**src/rtl/spi_pkg.sv**
```systemverilog
// Shared types and constants for the SPI bus scheduler.
// State encoding, SPI mode 0 constants and the requester-id width helper.
package spi_pkg;

    typedef enum logic [2:0] {
        ST_IDLE,
        ST_SETUP,
        ST_SHIFT,
        ST_HOLD,
        ST_GAP
    } spi_state_t;

    localparam logic SPI_CPOL = 1'b0;
    localparam logic SPI_CPHA = 1'b0;

    function automatic int id_width(input int n);
        return (n > 2) ? $clog2(n) : 1;
    endfunction

endpackage

```
**src/rtl/spi_sclk_gen.sv**
```systemverilog
// SCLK divider: toggles every CLK_DIV cycles while enabled.
// Strobes mark the clk edge on which sclk leaves/returns to its idle level.
module spi_sclk_gen
    import spi_pkg::*;
#(
    parameter int CLK_DIV = 2
) (
    input  logic clk,
    input  logic reset,
    input  logic en,
    output logic sclk,
    output logic rise_stb,
    output logic fall_stb
);

    localparam int CW = (CLK_DIV > 1) ? $clog2(CLK_DIV) : 1;

    logic [CW-1:0] cnt;
    logic          wrap;

    assign wrap = (cnt == CW'(CLK_DIV - 1));

    always_ff @(posedge clk or posedge reset) begin
        if (reset) begin
            cnt  <= '0;
            sclk <= SPI_CPOL;
        end else if (!en) begin
            cnt  <= '0;
            sclk <= SPI_CPOL;
        end else if (wrap) begin
            cnt  <= '0;
            sclk <= ~sclk;
        end else begin
            cnt  <= cnt + 1'b1;
        end
    end

    always_comb begin
        rise_stb = en && wrap && (sclk == SPI_CPOL);
        fall_stb = en && wrap && (sclk != SPI_CPOL);
    end

endmodule

```
**src/rtl/spi_bus_scheduler.sv**
```systemverilog
// Round-robin SPI bus scheduler: arbitrates NUM_REQ clients onto one
// mode-0 SPI bus and runs a full-duplex DATA_W-bit exchange per grant.
module spi_bus_scheduler
    import spi_pkg::*;
#(
    parameter int NUM_REQ = 4,
    parameter int DATA_W  = 8,
    parameter int CLK_DIV = 2,
    parameter int CS_GAP  = 2,
    localparam int IW     = id_width(NUM_REQ)
) (
    input  logic                      clk,
    input  logic                      reset,
    input  logic [NUM_REQ-1:0]        req_valid,
    input  logic [NUM_REQ*DATA_W-1:0] req_data,
    output logic [NUM_REQ-1:0]        req_ready,
    input  logic                      abort,
    output logic                      rsp_valid,
    output logic [DATA_W-1:0]         rsp_data,
    output logic [IW-1:0]             rsp_id,
    output logic                      busy,
    output logic                      sclk,
    output logic                      mosi,
    input  logic                      miso,
    output logic [NUM_REQ-1:0]        cs_n
);

    localparam int BW   = $clog2(DATA_W + 1);
    localparam int TMAX = (CLK_DIV > CS_GAP) ? CLK_DIV : CS_GAP;
    localparam int TW   = $clog2(TMAX + 1);

    spi_state_t        state;
    spi_state_t        state_nxt;
    logic [IW-1:0]     rr_ptr;
    logic [IW-1:0]     gnt_id;
    logic [IW-1:0]     arb_id;
    logic [IW-1:0]     enc;
    logic [NUM_REQ-1:0] rot;
    logic              arb_any;
    logic              grant;
    logic [DATA_W-1:0] tx;
    logic [DATA_W-1:0] rx;
    logic [BW-1:0]     bit_cnt;
    logic [TW-1:0]     tmr;
    logic              div_hit;
    logic              gap_hit;
    logic              last_fall;
    logic              active;
    logic              end_xfer;
    logic              hold_done;
    logic              sclk_en;
    logic              rise_stb;
    logic              fall_stb;

    function automatic logic [IW-1:0] mod_add(input int a, input int b);
        int s;
        s = a + b;
        if (s >= NUM_REQ) s = s - NUM_REQ;
        return IW'(s);
    endfunction

    // Rotate so rr_ptr sits at bit 0, pick the lowest set bit, rotate back.
    always_comb begin
        rot     = '0;
        enc     = '0;
        arb_any = |req_valid;
        for (int i = 0; i < NUM_REQ; i++) begin
            rot[i] = req_valid[mod_add(i, int'(rr_ptr))];
        end
        for (int i = NUM_REQ - 1; i >= 0; i--) begin
            if (rot[i]) enc = IW'(i);
        end
        arb_id = mod_add(int'(enc), int'(rr_ptr));
    end

    assign grant     = (state == ST_IDLE) && arb_any;
    assign active    = (state == ST_SETUP) || (state == ST_SHIFT) ||
                       (state == ST_HOLD);
    assign div_hit   = (tmr == TW'(CLK_DIV - 1));
    assign gap_hit   = (tmr == TW'(CS_GAP - 1));
    assign last_fall = fall_stb && (bit_cnt == BW'(DATA_W - 1));
    assign hold_done = (state == ST_HOLD) && div_hit && !abort;
    assign end_xfer  = (active && abort) || hold_done;
    assign sclk_en   = (state == ST_SHIFT) && !abort;

    spi_sclk_gen #(
        .CLK_DIV (CLK_DIV)
    ) u_sclk (
        .clk      (clk),
        .reset    (reset),
        .en       (sclk_en),
        .sclk     (sclk),
        .rise_stb (rise_stb),
        .fall_stb (fall_stb)
    );

    always_ff @(posedge clk or posedge reset) begin
        if (reset) begin
            state <= ST_IDLE;
            tmr   <= '0;
        end else begin
            state <= state_nxt;
            if (state_nxt != state || state == ST_IDLE ||
                state == ST_SHIFT) begin
                tmr <= '0;
            end else begin
                tmr <= tmr + 1'b1;
            end
        end
    end

    // abort outranks every normal exit, including the end of HOLD.
    always_comb begin
        state_nxt = state;
        unique case (state)
            ST_IDLE:  if (arb_any) state_nxt = ST_SETUP;
            ST_SETUP: begin
                if (abort)        state_nxt = ST_GAP;
                else if (div_hit) state_nxt = ST_SHIFT;
            end
            ST_SHIFT: begin
                if (abort)          state_nxt = ST_GAP;
                else if (last_fall) state_nxt = ST_HOLD;
            end
            ST_HOLD:  if (abort || div_hit) state_nxt = ST_GAP;
            ST_GAP:   if (gap_hit) state_nxt = ST_IDLE;
            default:  state_nxt = ST_IDLE;
        endcase
    end

    always_ff @(posedge clk or posedge reset) begin
        if (reset) begin
            rr_ptr    <= '0;
            gnt_id    <= '0;
            tx        <= '0;
            rx        <= '0;
            bit_cnt   <= '0;
            rsp_valid <= 1'b0;
            rsp_data  <= '0;
            rsp_id    <= '0;
        end else begin
            rsp_valid <= 1'b0;
            if (grant) begin
                gnt_id  <= arb_id;
                tx      <= req_data[arb_id*DATA_W +: DATA_W];
                rx      <= '0;
                bit_cnt <= '0;
            end
            if (rise_stb) begin
                rx <= {rx[DATA_W-2:0], miso};
            end
            if (fall_stb) begin
                bit_cnt <= bit_cnt + 1'b1;
                if (!last_fall) tx <= tx << 1;
            end
            if (hold_done) begin
                rsp_valid <= 1'b1;
                rsp_data  <= rx;
                rsp_id    <= gnt_id;
            end
            if (end_xfer) begin
                rr_ptr <= mod_add(int'(gnt_id), 1);
            end
        end
    end

    always_comb begin
        busy      = (state != ST_IDLE);
        cs_n      = '1;
        mosi      = 1'b0;
        req_ready = '0;
        if (active) begin
            cs_n[gnt_id] = 1'b0;
            mosi         = tx[DATA_W-1];
        end
        if (grant && !reset) begin
            req_ready[arb_id] = 1'b1;
        end
    end

endmodule

```
**config.mk**
```make
export PLATFORM = sky130hd
export DESIGN_NAME = spi_bus_scheduler
export DESIGN_NICKNAME = d
export VERILOG_FILES = /design/src/rtl/spi_pkg.sv /design/src/rtl/spi_sclk_gen.sv /design/src/rtl/spi_bus_scheduler.sv
export SDC_FILE = /design/constraint.sdc
export NUM_CORES = 1
export LEC_CHECK = 0
export BUFFER_PORTS_ARGS = -buffer_cell sky130_fd_sc_hd__buf_2
export CAP_MARGIN = 20
export CORE_ASPECT_RATIO = 1.25
export CORE_MARGIN = 10
export CORE_UTILIZATION = 28
export CTS_CLUSTER_DIAMETER = 30
export DETAILED_ROUTE_END_ITERATION = 10
export PLACE_DENSITY = 0.55
export SETUP_SLACK_MARGIN = 0.15
export SYNTH_ARGS = -nofsm -noshare
export SYNTH_HDL_FRONTEND = slang
export SYNTH_HIERARCHICAL = 1
export SYNTH_SLANG_ARGS = --single-unit
```
**constraint.sdc**
```tcl
create_clock -name clk -period 4.1 [get_ports clk]
set_clock_uncertainty 0.1 [all_clocks]
set_input_delay 0.615 -clock clk [delete_from_list [all_inputs] [get_ports clk]]
set_output_delay 0.615 -clock clk [all_outputs]
set_load 0.03 [all_outputs]
```
# Word-level counts from Yosys, hierarchy flattened
# Cells that the tools add are included.
# classes
magnitude_cmp,14
bitwise_logic,2
addsub,14
mux,46
n_reduce_logical,25
n_shift,1
eq_ne,8
# ops
op,n
8-bit two-way mux,5
32-bit by 6-bit variable part select with 8-bit output,1
2-bit two-way mux,11
3-bit two-way mux,7
"2-bit by 3-bit less-than comparator with 1-bit output, second input constant",6
4-bit two-way mux,4
"3-bit >= comparator, second input constant",5
3-bit one-hot mux with 5 select lines,1
1-bit logical AND,12
1-bit two-way mux,12
"2-bit by 1-bit subtractor with 2-bit output, second input constant",6
1-bit binary-select mux with 2-bit select,4
"2-bit by 2-bit adder with 3-bit output, first input constant",2
"3-bit by 2-bit == test with 1-bit output, second input constant",2
1-bit logical OR,6
"4-bit by 1-bit adder with 4-bit output, second input constant",1
1-bit demux with 2-bit select,2
"4-bit by 3-bit == test with 1-bit output, second input constant",1
"2-bit by 1-bit >= comparator with 1-bit output, second input constant",2
4-bit NOT,1
2-bit nonzero test,2
4-bit OR reduction,1
"1-bit by 2-bit adder with 3-bit output, first input constant",1
"2-bit by 1-bit adder with 3-bit output, second input constant",1
13 further kinds,14
# word_totals
register_bits,42
elab_cells,122
out_inout_bits,22
in_bits,40

# Logic depth before layout (Yosys ltp)
# logic_depth
depth_word,17
ltp_mapped,13
mapped_depth_nobuf,11

# By module
# The synthesis kept the hierarchy.
# by_module_without_submodules
mod,seq_area_each_um2,n_inst,cells_per_inst,area_each_um2
spi_bus_scheduler,1001.0,1,262,2464.9
spi_sclk_gen,50.0,1,9,92.6

# Worst setup path before layout
# OpenSTA, ideal clock, no wires.
# synth_timing
path_kind,input to output
startpoint,input req_valid[2]
endpoint,output req_ready[2]
required_ns,3.385
arrival_time_ns,3.010
setup_slack_ns,0.375
n_path_buf,1
cell_stages,8
cell_sequence,nor2_1 o21ai_0 o221ai_1 ha_1 xor2_2 buf_6 xnor2_1 nor4_1
# synth_via
elab_chain_len,14
word_cells_on_any_way,25
classes_between,add/sub: 2; order compare: 3; mux: 16; reduce/logical: 4
# synth_rtl
element,line,text
from (decl),spi_bus_scheduler.sv:14,"input logic [NUM_REQ-1:0] req_valid,"
1-bit binary-select mux with 2-bit select,spi_bus_scheduler.sv:68,"rot[i] = req_valid[mod_add(i, int'(rr_ptr))];"
1-bit two-way mux (not written as such),spi_bus_scheduler.sv:68,
2-bit two-way mux (4 in series),spi_bus_scheduler.sv:71,if (rot[i]) enc = IW'(i);
2-bit by 2-bit adder with 3-bit output,spi_bus_scheduler.sv:57,s = a + b;
3-bit >= comparator or 2-bit by 1-bit subtractor with 2-bit output (tied branches),spi_bus_scheduler.sv:58,if (s >= NUM_REQ) s = s - NUM_REQ;
2-bit two-way mux,spi_bus_scheduler.sv:58,
2-bit by 3-bit less-than comparator with 1-bit output (not written as such) or 2-bit by 1-bit >= comparator with 1-bit output (tied branches),spi_bus_scheduler.sv:177,req_ready[arb_id] = 1'b1;
1-bit logical AND (not written as such),spi_bus_scheduler.sv:177,
1-bit two-way mux (not written as such),spi_bus_scheduler.sv:177,
1-bit demux with 2-bit select,spi_bus_scheduler.sv:177,
4-bit two-way mux *,spi_bus_scheduler.sv:176,if (grant && !reset) begin
to (decl),spi_bus_scheduler.sv:16,"output logic [NUM_REQ-1:0] req_ready,"
# Mark *: on every way between the ends. The rest lies on a longest branch, timed or not. The select of a mux whose other input is x is not followed.

# Worst setup path after layout
# layout_timing
startpoint,register rr_ptr[0]
endpoint,output req_ready[1]
# layout_via
elab_chain_len,17
word_cells_on_any_way,37
classes_between,add/sub: 9; order compare: 7; mux: 20; reduce/logical: 1
# layout_rtl
element,line,text
from (decl),spi_bus_scheduler.sv:34,logic [IW-1:0] rr_ptr;
from (signal assigned),spi_bus_scheduler.sv:162,"rr_ptr <= mod_add(int'(gnt_id), 1);"
2-bit by 2-bit adder with 3-bit output,spi_bus_scheduler.sv:57,
3-bit >= comparator or 2-bit by 1-bit subtractor with 2-bit output (tied branches),spi_bus_scheduler.sv:58,
2-bit two-way mux,spi_bus_scheduler.sv:58,
1-bit binary-select mux with 2-bit select,spi_bus_scheduler.sv:68,
1-bit two-way mux (not written as such),spi_bus_scheduler.sv:68,
2-bit two-way mux (4 in series),spi_bus_scheduler.sv:71,
2-bit by 2-bit adder with 3-bit output *,spi_bus_scheduler.sv:57,
3-bit >= comparator or 2-bit by 1-bit subtractor with 2-bit output (tied branches),spi_bus_scheduler.sv:58,
2-bit two-way mux *,spi_bus_scheduler.sv:58,
named net arb_id[0],spi_bus_scheduler.sv:36,logic [IW-1:0] arb_id;
2-bit by 3-bit less-than comparator with 1-bit output (not written as such) or 2-bit by 1-bit >= comparator with 1-bit output (tied branches),spi_bus_scheduler.sv:177,
1-bit logical AND (not written as such),spi_bus_scheduler.sv:177,
1-bit two-way mux (not written as such),spi_bus_scheduler.sv:177,
1-bit demux with 2-bit select *,spi_bus_scheduler.sv:177,
4-bit two-way mux *,spi_bus_scheduler.sv:176,
# Mark *: on every way through the listed nets, which the timed path passes. The rest lies on a longest branch. The select of a mux whose other input is x is not followed.

==> metrics.csv <==
metric,value,unit
Int Pwr,1.14,mW
switching share of power,44.3,%
TritonCTS Sinks,42,
Fill cells,913,
root buffer cell,clkbuf_8,
"commonest non-fill, non-tap cell in the layout",buf_2,
power per cell area,667,mW/mm^2
type of the worst min-delay path,in2async,
WL final,5800,um
worst slew pin tran,0.826,ns
Crit. End Element,primary output,
Comb pwr share,57.0,%
P_leak,1.48,nW
crit start category,flip-flop,
TritonRoute pass-1 iters,4,
Clock power frac,13.7,%
register area,0.00105,sq mm
I/O pin total,62,
Post-Route Setup TNS,0,ns
Worst Path Max Fanout,18,
status,completed,
met2 Resource Use GR,15.0,%
most frequent cells in the layout,"buf_2, nor2_1, dfrtp_1",
cts bufs inserted,5,
Ys Warns,6,
Die Ht,127,um
hold_buf cts,0,
Synth Flop Type,dfrtp_1,
die width,105,um
share of post-route cells with drive strength above 1,28.9,%
Post-synth ARST share,100,%
antenna cell count,0,
Fin. Hold Viols,0,
met1 Usage GRT,10.3,%
Max transition margin,44.7,%
GR peak layer,met2,
Fmax,0.285,GHz
Post-CTS Setup Inserts,0,
wire length of the first global-routing pass,9850,um
remaining antenna violation count after routing,0,
RSZ-0062 raised after global routing,no,
Cell variety after synth,45,
"Arr. time, crit path",2.79,ns
Tcrit/Tclk final,85.5,%
DRC,0,
via/cell ratio,4.53,
syn_nets,318,
critical path type,reg2out,
PortBufs,61,
multi-input logic area,0.00139,sq mm
gr ovfl total,0,
Placer Congestion,0.766,
clock slew at reported path FFs,0.08,ns
core footprint,0.00880,sq mm
Post-synth EDFFs,0,
largest net degree at the start of global routing,41,
dpl cell area,0.00295,sq mm
critical path required time,3.38,ns
Initial Util,29.1,%
initial antenna violation count,0,
Overall Power,2.04,mW
final cell utilization of the core,34.8,%
WL/cell,12.8,um
power share of the sequential group,29.3,%
Synth Instances,271,
# H-tree levels,2,
die area,0.0134,sq mm
synthesis-stage register bit count,42,
Synth Area per Inst,9.44,sq um
nets@finish,378,
cts repair resizes,0,
P_sw,0.902,mW
Synth Cell Area,0.00256,sq mm
routed via count,2046,
Worst VDD drop,0.000478,V
Skew-Pair Late Insertion Delay,0.29,ns
hold_ws,0.133,ns
Core Rows,38,
post-synthesis sequential area ratio,41.1,%
dpl hpwl,4600,um
gr usage total,8.79,%
Longest Clk Path Bufs,2,
final instance area,0.00306,sq mm
TritonCTS clock tree,built,
fin crit period,3.51,ns
Setup-failing EPs final,0,
max_cap viols,0,
drt initial violations,81,
GR Util met3,2.23,%
Final Max Slew Viols,0,
Synth-to-Final Area Change,19.5,%
vias in the first global route,2076,
## layer usage
| metal | part of all wire [%] | wire length (um) | up-vias |
|---|---|---|---|
| li1 | - | - | 1060 |
| met1 | 46 | 2680 | 930 |
| met2 | 48 | 2780 | 50 |
| met3 | 4.5 | 263 | 6 |
| met4 | 1.4 | 84 | 0 |
| met5 | 0 | 0 | - |
## logic make-up after synthesis
kind of cell | synth area share [%]
buf+inv | 4.65
mux | 15.9
simple gates | 17.8
compound gates | 14.1
fa+ha+maj | 3.42
xor+xnor | 3.08
flops | 41.1
## cell usage after synthesis, drive strengths merged, types with 3 or more instances
master | instances | area (sq um)
nor2 | 45 | 169
o21ai | 29 | 145
and2 | 3 | 18.8
buf | 11 | 81.3
a21oi | 8 | 43.8
a221o | 7 | 70.1
mux2 | 13 | 146
nand2 | 36 | 135
mux2i | 26 | 260
xnor2 | 3 | 45.1
xor2 | 3 | 33.8
inv | 8 | 30.0
dfrtp | 42 | 1050
ha | 7 | 87.6
## metrics by stage
step                      std cells  setup slack (ns)
after floorplan                 271             0.375
after global placement          443             0.681
after detailed placement        443             0.607
after CTS                       451             0.442
after global routing            452             0.237
final                           452             0.595
## critical path, cell delays in order, from the launching register on
cell,delay (ns)
dfrtp_1,0.50
and3b_1,0.22
a21oi_1,0.11
nor2_1,0.05
a21oi_1,0.13
o221ai_1,0.12
ha_1,0.81
nand3_1,0.22
nor2_1,0.13
buf_2,0.21
## state kept, by name, summed over array words and instances, names as in the netlist
signal	cells
bit_cnt	4
tx	8
rr_ptr	2
u_sclk/cnt	1
state	3
u_sclk/sclk	1
rsp_data	8
rsp_id	2
tmr	2
rsp_valid	1
gnt_id	2
rx	8
## power by group through the flow
stage | Clock [mW] | Combinational [mW] | Sequential, mW
CTS | 0.291 | 1.18 | 0.600
floorplan | 0 | 1.02 | 0.557
global placement | 0 | 1.15 | 0.606
finish | 0.279 | 1.16 | 0.597
detailed placement | 0 | 1.18 | 0.604
global route | 0.305 | 1.31 | 0.614
## final timing paths
check | startpoint | to | depth (start not counted) | slack (ns)
worst max-delay path | rr_ptr[0]$_DFFE_PP0P_ | req_ready[1] | 9 | 0.59
worst min-delay path | reset | u_sclk/cnt$_DFF_PP0_ | 2 | 0.13
worst max register to register | rr_ptr[0]$_DFFE_PP0P_ | tx[6]$_DFF_PP0_ | 12 | 0.92
worst min register to register | tmr[0]$_DFF_PP0_ | tmr[0]$_DFF_PP0_ | 1 | 0.33
max in group asynchronous | reset | rx[7]$_DFFE_PP0P_ | 3 | 3.11
min in group clk | tmr[0]$_DFF_PP0_ | tmr[0]$_DFF_PP0_ | 1 | 0.33
## final cells by class
| cell class | instances | share of cell area (%) |
|---|---|---|
| sequential | 42 | 34.4 |
| clock buffer | 7 | 2.82 |
| multi-input combinational | 208 | 45.4 |
| tap | 120 | 4.91 |
| timing repair buffer | 66 | 11.2 |
| clock inverter | 1 | 0.287 |
| inverter | 8 | 0.982 |
No activity file was read; power rests on OpenSTA's default activity.
